==> config.mk <==
export PLATFORM = sky130hd
export DESIGN_NAME = ay8913_mixer
export DESIGN_NICKNAME = d
export VERILOG_FILES = /design/src/rtl/ay8913_mixer.sv
export SDC_FILE = /design/constraint.sdc
export NUM_CORES = 1
export LEC_CHECK = 0
export ABC_AREA = 1
export CAP_MARGIN = 15
export CORE_MARGIN = 4
export CORE_UTILIZATION = 58
export CTS_BUF_LIST = sky130_fd_sc_hd__clkbuf_16
export CTS_CLUSTER_DIAMETER = 30
export DETAILED_ROUTE_END_ITERATION = 8
export MAX_ROUTING_LAYER = met4
export PLACE_DENSITY = 0.93
export SETUP_SLACK_MARGIN = 0.05
export SKIP_LAST_GASP = 1
export SLEW_MARGIN = 15
export SYNTH_ARGS = -nofsm -noshare
export SYNTH_HDL_FRONTEND = slang
export SYNTH_SLANG_ARGS = --single-unit
export TNS_END_PERCENT = 10
==> constraint.sdc <==
create_clock -name clk -period 7 [get_ports clk]
set_clock_uncertainty 0.2 [all_clocks]
set_input_delay 0.7 -clock clk [delete_from_list [all_inputs] [get_ports clk]]
set_output_delay 0.7 -clock clk [all_outputs]
set_load 0.05 [all_outputs]
==> src/rtl/ay8913_mixer.sv <==
`default_nettype none
// ============================================================================
// Module   : ay8913_mixer
// Purpose  : AY-3-8913 mixer stage feeding the PDM DAC. On each sample_tick
//            the tone/noise/amplitude inputs are captured into shadow
//            registers. Each channel is then gated by the AY mixer-enable
//            rules and mapped through a logarithmic volume table. The three
//            channels are accumulated serially over three clocks and the
//            sum is presented left-aligned on value_out.
// Ports    : clk, rst_n (async active-low)
//            sample_tick            - strobe requesting a new mix
//            tone[2:0], noise       - generator outputs (bit0 = A)
//            tone_disable[2:0]      - per-channel tone disable (1 = off)
//            noise_disable[2:0]     - per-channel noise disable (1 = off)
//            amp_a/b/c[4:0]         - [4] envelope mode, [3:0] fixed level
//            envelope[3:0]          - current envelope level
//            value_out[VALUE_BITS]  - mixed level, held between updates
//            value_valid            - one-cycle pulse on update
//            busy                   - mix in progress
//            overrun                - one-cycle pulse when a tick is dropped
// Revision : 1.0 - initial release
// ============================================================================
module ay8913_mixer #(
  parameter int VALUE_BITS = 8  // must be >= 8
) (
  input  logic                  clk,
  input  logic                  rst_n,
  input  logic                  sample_tick,
  input  logic [2:0]            tone,
  input  logic                  noise,
  input  logic [2:0]            tone_disable,
  input  logic [2:0]            noise_disable,
  input  logic [4:0]            amp_a,
  input  logic [4:0]            amp_b,
  input  logic [4:0]            amp_c,
  input  logic [3:0]            envelope,
  output logic [VALUE_BITS-1:0] value_out,
  output logic                  value_valid,
  output logic                  busy,
  output logic                  overrun
);

  typedef enum logic [1:0] {
    IDLE = 2'd0,
    CH_A = 2'd1,
    CH_B = 2'd2,
    CH_C = 2'd3
  } state_t;

  state_t                state_q, state_d;
  logic [7:0]            acc_q, acc_d;
  logic [2:0]            tone_q, tone_d;
  logic                  noise_q, noise_d;
  logic [2:0]            tdis_q, tdis_d;
  logic [2:0]            ndis_q, ndis_d;
  logic [4:0]            amp_a_q, amp_a_d;
  logic [4:0]            amp_b_q, amp_b_d;
  logic [4:0]            amp_c_q, amp_c_d;
  logic [3:0]            env_q, env_d;
  logic [VALUE_BITS-1:0] value_out_q, value_out_d;
  logic                  value_valid_q, value_valid_d;
  logic                  overrun_q, overrun_d;

  logic [6:0]            vol_w;
  logic [7:0]            sum_w;

  // Logarithmic volume table, 16 levels, max 85 so three channels fit 8 bits.
  function automatic logic [6:0] vol_lut(input logic [3:0] level);
    case (level)
      4'd0:  vol_lut = 7'd0;
      4'd1:  vol_lut = 7'd1;
      4'd2:  vol_lut = 7'd1;
      4'd3:  vol_lut = 7'd1;
      4'd4:  vol_lut = 7'd2;
      4'd5:  vol_lut = 7'd3;
      4'd6:  vol_lut = 7'd4;
      4'd7:  vol_lut = 7'd5;
      4'd8:  vol_lut = 7'd8;
      4'd9:  vol_lut = 7'd11;
      4'd10: vol_lut = 7'd15;
      4'd11: vol_lut = 7'd21;
      4'd12: vol_lut = 7'd30;
      4'd13: vol_lut = 7'd43;
      4'd14: vol_lut = 7'd60;
      default: vol_lut = 7'd85;
    endcase
  endfunction

  // A disabled source forces its gate term high, so with both sources
  // disabled the channel outputs a constant level (AY DC behaviour).
  function automatic logic [6:0] chan_vol(
    input logic       t,
    input logic       td,
    input logic       n,
    input logic       nd,
    input logic [4:0] amp,
    input logic [3:0] env
  );
    logic       gate;
    logic [3:0] level;
    gate     = (t | td) & (n | nd);
    level    = amp[4] ? env : amp[3:0];
    chan_vol = gate ? vol_lut(level) : 7'd0;
  endfunction

  // Volume of the channel handled in the current state, from shadow copies.
  always_comb begin
    vol_w = 7'd0;
    case (state_q)
      CH_A:    vol_w = chan_vol(tone_q[0], tdis_q[0], noise_q, ndis_q[0], amp_a_q, env_q);
      CH_B:    vol_w = chan_vol(tone_q[1], tdis_q[1], noise_q, ndis_q[1], amp_b_q, env_q);
      CH_C:    vol_w = chan_vol(tone_q[2], tdis_q[2], noise_q, ndis_q[2], amp_c_q, env_q);
      default: vol_w = 7'd0;
    endcase
  end

  assign sum_w = acc_q + {1'b0, vol_w};

  always_comb begin
    state_d       = state_q;
    acc_d         = acc_q;
    tone_d        = tone_q;
    noise_d       = noise_q;
    tdis_d        = tdis_q;
    ndis_d        = ndis_q;
    amp_a_d       = amp_a_q;
    amp_b_d       = amp_b_q;
    amp_c_d       = amp_c_q;
    env_d         = env_q;
    value_out_d   = value_out_q;
    value_valid_d = 1'b0;
    // A tick arriving mid-mix is dropped and flagged; the mix continues.
    overrun_d     = sample_tick && (state_q != IDLE);

    case (state_q)
      IDLE: begin
        if (sample_tick) begin
          tone_d  = tone;
          noise_d = noise;
          tdis_d  = tone_disable;
          ndis_d  = noise_disable;
          amp_a_d = amp_a;
          amp_b_d = amp_b;
          amp_c_d = amp_c;
          env_d   = envelope;
          acc_d   = 8'd0;
          state_d = CH_A;
        end
      end
      CH_A: begin
        acc_d   = sum_w;
        state_d = CH_B;
      end
      CH_B: begin
        acc_d   = sum_w;
        state_d = CH_C;
      end
      CH_C: begin
        // Left-align the 8-bit sum into the wider DAC value.
        value_out_d   = VALUE_BITS'(sum_w) << (VALUE_BITS - 8);
        value_valid_d = 1'b1;
        state_d       = IDLE;
      end
      default: state_d = IDLE;
    endcase
  end

  always_ff @(posedge clk or negedge rst_n) begin
    if (!rst_n) begin
      state_q       <= IDLE;
      acc_q         <= 8'd0;
      tone_q        <= 3'd0;
      noise_q       <= 1'b0;
      tdis_q        <= 3'd0;
      ndis_q        <= 3'd0;
      amp_a_q       <= 5'd0;
      amp_b_q       <= 5'd0;
      amp_c_q       <= 5'd0;
      env_q         <= 4'd0;
      value_out_q   <= '0;
      value_valid_q <= 1'b0;
      overrun_q     <= 1'b0;
    end else begin
      state_q       <= state_d;
      acc_q         <= acc_d;
      tone_q        <= tone_d;
      noise_q       <= noise_d;
      tdis_q        <= tdis_d;
      ndis_q        <= ndis_d;
      amp_a_q       <= amp_a_d;
      amp_b_q       <= amp_b_d;
      amp_c_q       <= amp_c_d;
      env_q         <= env_d;
      value_out_q   <= value_out_d;
      value_valid_q <= value_valid_d;
      overrun_q     <= overrun_d;
    end
  end

  assign value_out   = value_out_q;
  assign value_valid = value_valid_q;
  assign busy        = (state_q != IDLE);
  assign overrun     = overrun_q;

endmodule
`default_nettype wire

Yosys cells after proc, flatten, opt, wreduce, memory -nomap -nowiden. Memory sizes are Yosys's and may differ from the RTL's. Index checks and enable logic that the tools add are counted.

Memories: 3. Register bits after elaboration: 49. ROM bits: 336. Input port bits: 32.

Reductions and logical operators: 7. Multiplexer cells: 12. Bitwise logic cells: 9. Equal/unequal tests: 4. Add/subtract/negate cells: 1.

Memory list: (no name shown) (words 16, width 7, rd ports 1, clocked after Yosys merged registers in 0, write ports 0, line 69) `case (level)`; (no name shown) (words 16, width 7, rd ports 1, clocked after Yosys merged registers in 0, write ports 0, line 69); (no name shown) (words 16, width 7, rd ports 1, clocked after Yosys merged registers in 0, write ports 0, line 69).

Operator list (number): $mux 7 (3); $pmux 7 s3 (1); $pmux 8 s2 (1); $mux 4 (3); $add 8x7->8 (1); $mux 8 (1); $pmux 2 s4 (1); $or 1x1->1 (6); $eq 2x2->1 const B (2); $reduce_and 2->1 (2); $reduce_bool 2->1 (2); $and 1x1->1 (3); $eq 2x1->1 const B (1); $logic_not 2->1 (1); $mux 2 (1); $ne 2x2->1 const B (1); $reduce_or 2->1 (1); $logic_and 1x1->1 (1); $mux 1 (1).

Depth between registers and ports, before layout.
Depth after elaboration: 6. Gate-level depth with buffers: 19. Gate-level depth less buffers: 19.

Worst setup path before layout. No wires, ideal clock.

Kind: register -> register. Start point: register amp_c_q[4]. End point: register value_out_q[4] (netlist: value_out[4]). Arrival: 2.169 ns. Path slack: 4.495 ns. Cell stages (with the launch flop): 19. Cell sequence: dfrtp_1 > inv_1 > nand2_1 > nand2_1 > inv_1 > ha_1 > nand2_1 > nand3_1 > nand3_1 > nand2_1 > inv_1 > ha_1 > inv_1 > fa_1 > inv_1 > nand3_1 > nand2_1 > xnor2_1 > o21ai_0.

Cells in the longest elaborated chain, start to end: 5.

RTL lines: from (decl) (line 58) `logic [4:0] amp_c_q, amp_c_d;`; from (signal assigned) (line 192) `amp_c_q <= amp_c_d;`; $mux 4 (line 102) `level = amp[4] ? env : amp[3:0];`; $mem_v2 16x7; $mux 7 (line 103) `chan_vol = gate ? vol_lut(level) : 7'd0;`; $pmux 7 s3 (line 109) `case (state_q)`; $add 8x7->8 (line 117) `assign sum_w = acc_q + {1'b0, vol_w};`; to (signal assigned) (line 194) `value_out_q <= value_out_d;`; to (decl) (line 60) `logic [VALUE_BITS-1:0] value_out_q, value_out_d;`.

No other way between the ends. A chain may end at the register's enable or synchronous reset.

Worst setup path in the final report.
Start point: register state_q[0]. End point: register value_out_q[6] (netlist: value_out[6]).

Cells in the longest elaborated chain, start to end: 3. Elaborated cells between the ends (all ways): 5. Classes of those cells: add/sub (1); eq/ne (3); mux (1).

RTL lines: from (decl) (line 50) `state_t state_q, state_d;`; from (signal assigned) (line 184) `state_q <= state_d;`; $eq 2x2->1, or another cell as far along (line 109, 135); $pmux 7 s3 (line 109); $add 8x7->8 (line 117).

Several ways; a longest one is shown, not always the timed one.

==> results.py <==
metrics = {
    "final_layout": {
        "layout-area-overhead-vs-synth_pct": 21.6,
        "layout.cells.most_common": "sky130_fd_sc_hd__nand2_1",
        "diodes": 0,
        "most-common-layout-cells": "sky130_fd_sc_hd__nand2_1, sky130_fd_sc_hd__dfrtp_1, sky130_fd_sc_hd__inv_1",
        "design.final.nets": 454,
        "post_route_cells_drive_above_1_share": 0.104,
    },
    "pwr": {
        "sw_frac_of_total": 0.483,
        "ir_drop_mv": 0.334,
        "power.density_nw_per_um2": 502,
        "comb_power_share": 0.583,
        "power.total_mw": 1.75,
        "p_sw_mw": 0.846,
        "power_frac_clock": 0.132,
        "total_leakage_power_nw": 1.83,
        "p_seq_frac": 0.285,
        "power_report.internal_total_mw": 0.906,
    },
    "grt": {
        "grt_max_degree": 50,
        "global_route.overflow_total": 0,
        "first_global_vias": 2666,
        "grt.total_usage": 0.256,
        "grt_antenna_before_repair": 0,
        "grt_first_pass_wirelength_um": 12000,
    },
    "detailed_routing": {
        "final_antenna_net_count": 0,
        "viasPerCell": 5.48,
        "drt_drc_violations_left": 0,
        "finalWirelength_um": 6870,
        "drt-pass1-iter-count": 5,
        "vias": 2568,
        "drt-initial-drc-count": 265,
        "wl_per_cell_um": 14.6,
    },
    "floorplan": {
        "row_count": 25,
        "initial_utilization": 0.604,
        "core_area_um2": 4750,
        "die_width_um": 78.4,
        "floorplan.die.height_um": 78.4,
        "floorplan.die_area_um2": 6140,
        "io_pins": 43,
    },
    "clock_network": {
        "cts.sink_count": 49,
        "cts-root-buf": "sky130_fd_sc_hd__clkbuf_16",
        "cts_post_setup_buffers_inserted": 0,
        "worst_setup_hold_path_clk_slew_ns": 0.07,
        "cts_max_path_buffers": 2,
        "cts-buffers-inserted": 5,
        "clkLatencyLatePin_ns": 0.29,
        "cts.hold.buffers_added": 0,
        "gates_resized_cts_repair": 0,
        "cts-htree-levels": 2,
        "clock_tree_from_tritoncts": "yes",
    },
    "logic_synthesis": {
        "avgSynthCellArea_um2": 8.05,
        "synth.ff_latch_count": 49,
        "syn-instance-count": 357,
        "yosysSeqAreaShare": 0.427,
        "synthesis.yosys.warnings": 0,
        "mappedNetlistArea_um2": 2870,
        "syn-num-nets": 410,
        "yosysUniqueCellTypes": 26,
    },
    "placement": {
        "place.port_buffers": 42,
        "placer_congestion_estimate": 0.943,
        "hpwl_dp_um": 5090,
    },
    "setup_path": {
        "max_fanout_on_critical_path": 12,
        "path_class": "reg2reg",
        "worstPathRequired_ns": 6.97,
        "worstRegToRegCells": 16,
        "cp_data_arrival_time_ns": 3.13,
        "worst_setup_path_end_kind": "flop",
        "cp-start-kind": "flop",
        "r2r-end": "value_out[6]",
        "r2r_setup_slack_ns": 3.84,
        "rr_startpoint": "state_q[0]",
    },
    "timing": {
        "period_share": 0.452,
        "setup_tns_ns": 0,
        "slew_worst_pin_ns": 0.784,
        "report.final.setup_viol": 0,
        "fmaxAchievable_mhz": 316,
        "period_needed_ns": 3.16,
        "timing.slew.headroom": 0.476,
        "final_hold_viol_count": 0,
        "drv_slew": 0,
        "grt_setup_unrepaired": "false",
    },
    "flow_run": {
        "cap_violations": 0,
    },
    "hold_path": {
        "hold_class": "in2async",
    },
    "outcome": {
        "status": "finished clean",
    },
}
## power groups by stage
stage | Combinational, mW | Clock [mW] | Sequential, mW
3_5_place_dp | 0.990 | 0 | 0.502
6_report | 1.02 | 0.231 | 0.499
2_1_floorplan | 0.667 | 0 | 0.554
3_3_place_gp | 0.935 | 0 | 0.495
4_1_cts | 1.01 | 0.232 | 0.499
5_1_grt | 1.14 | 0.246 | 0.516
## through the flow
| stage | cells | hold slack, ns | utilization | setup WS, ns | area, um2 |
|---|---|---|---|---|---|
| after floorplan | 357 | 0.204 | - | 4.50 | 2870 |
| after global placement | 461 | 0.276 | 0.704 | 4.18 | 3350 |
| after detailed placement | 461 | 0.269 | 0.704 | 4.06 | 3350 |
| after CTS | 469 | 0.298 | 0.734 | 3.89 | 3490 |
| after global routing | 469 | 0.278 | 0.734 | 3.54 | 3490 |
| final | 469 | 0.229 | 0.734 | 3.84 | 3490 |
## layer usage
metal  GRT usage  share of wire  up-vias
li1            -              -     1223
met1       0.302           0.40     1191
met2       0.426           0.50      124
met3      0.0493          0.062       30
met4       0.119          0.034        0
met5           -              0        -
## cell families after synthesis
logic type	Yosys count	synth area share
buf+inv	57	0.0758
simple gates	172	0.255
compound gates	39	0.0767
xor+xnor	3	0.00915
fa+ha+maj	21	0.0941
mux	16	0.0627
flops	49	0.427
## synth_stat cells
| master | number | area [um2] |
|---|---|---|
| sky130_fd_sc_hd__mux2_2 | 16 | 180 |
| sky130_fd_sc_hd__a22o_1 | 2 | 17.5 |
| sky130_fd_sc_hd__nor2_2 | 2 | 12.5 |
| sky130_fd_sc_hd__o21a_1 | 1 | 7.51 |
| sky130_fd_sc_hd__nand3b_1 | 3 | 22.5 |
| sky130_fd_sc_hd__xnor2_1 | 3 | 26.3 |
| sky130_fd_sc_hd__fa_1 | 1 | 20.0 |
| sky130_fd_sc_hd__nand3_1 | 29 | 145 |
| sky130_fd_sc_hd__dfrtp_1 | 49 | 1230 |
| sky130_fd_sc_hd__buf_2 | 3 | 15.0 |
| sky130_fd_sc_hd__ha_1 | 20 | 250 |
| sky130_fd_sc_hd__a21oi_1 | 17 | 85.1 |
| sky130_fd_sc_hd__o22ai_1 | 1 | 6.26 |
| sky130_fd_sc_hd__a22oi_1 | 1 | 7.51 |
| sky130_fd_sc_hd__o21ai_0 | 10 | 50.1 |
| sky130_fd_sc_hd__inv_1 | 45 | 169 |
| sky130_fd_sc_hd__nand4_1 | 4 | 25.0 |
| sky130_fd_sc_hd__nor3_1 | 1 | 5.00 |
| sky130_fd_sc_hd__clkbuf_1 | 2 | 7.51 |
| sky130_fd_sc_hd__inv_2 | 7 | 26.3 |
| sky130_fd_sc_hd__o21ai_2 | 3 | 26.3 |
| sky130_fd_sc_hd__o21ai_1 | 4 | 20.0 |
| sky130_fd_sc_hd__nand2_1 | 94 | 353 |
| sky130_fd_sc_hd__nand2_2 | 6 | 37.5 |
| sky130_fd_sc_hd__nor2_1 | 32 | 120 |
| sky130_fd_sc_hd__nor2_4 | 1 | 11.3 |
## worst max-delay path: stages, from the launching register on
cell                      delay [ns]
sky130_fd_sc_hd__dfrtp_1        0.40
sky130_fd_sc_hd__ha_1           0.30
sky130_fd_sc_hd__inv_1          0.29
sky130_fd_sc_hd__nor2_1         0.10
sky130_fd_sc_hd__nand2_1        0.13
sky130_fd_sc_hd__nor2_2         0.07
sky130_fd_sc_hd__nand2_1        0.06
sky130_fd_sc_hd__nand2_1        0.05
sky130_fd_sc_hd__o21ai_0        0.15
sky130_fd_sc_hd__inv_1          0.07
sky130_fd_sc_hd__ha_1           0.36
sky130_fd_sc_hd__nand2_1        0.10
sky130_fd_sc_hd__inv_1          0.05
sky130_fd_sc_hd__o21ai_0        0.33
sky130_fd_sc_hd__nand4_1        0.21
sky130_fd_sc_hd__nand3_1        0.13
sky130_fd_sc_hd__nand2_1        0.06
## sequential cells by signal, summed over array words and instances, names as in the netlist
| name | count |
|---|---|
| tdis_q | 3 |
| amp_c_q | 5 |
| env_q | 4 |
| tone_q | 3 |
| overrun | 1 |
| amp_a_q | 5 |
| noise_q | 1 |
| acc_q | 8 |
| amp_b_q | 5 |
| state_q | 2 |
| value_out | 8 |
| ndis_q | 3 |
| value_valid | 1 |
## final cells by class
cell class / instances / area [um2]
Multi-Input combinational cell: 251 / 1430
Fill cell: 327 / 1260
Sequential cell: 49 / 1230
Timing Repair Buffer: 42 / 418
Inverter: 52 / 195
Clock buffer: 5 / 125
Tap cell: 67 / 83.8
Clock inverter: 3 / 15.0
## worst max path at each step
stage                          start      endpoint  cells after the start
after floorplan           amp_c_q[4]  value_out[4]                     18
after global placement    state_q[0]  value_out[6]                     16
after detailed placement  state_q[1]  value_out[4]                     17
after CTS                 state_q[1]  value_out[4]                     17
after global routing      state_q[1]  value_out[4]                     17
final                     state_q[0]  value_out[6]                     16
(Power assumes the default switching activity.)
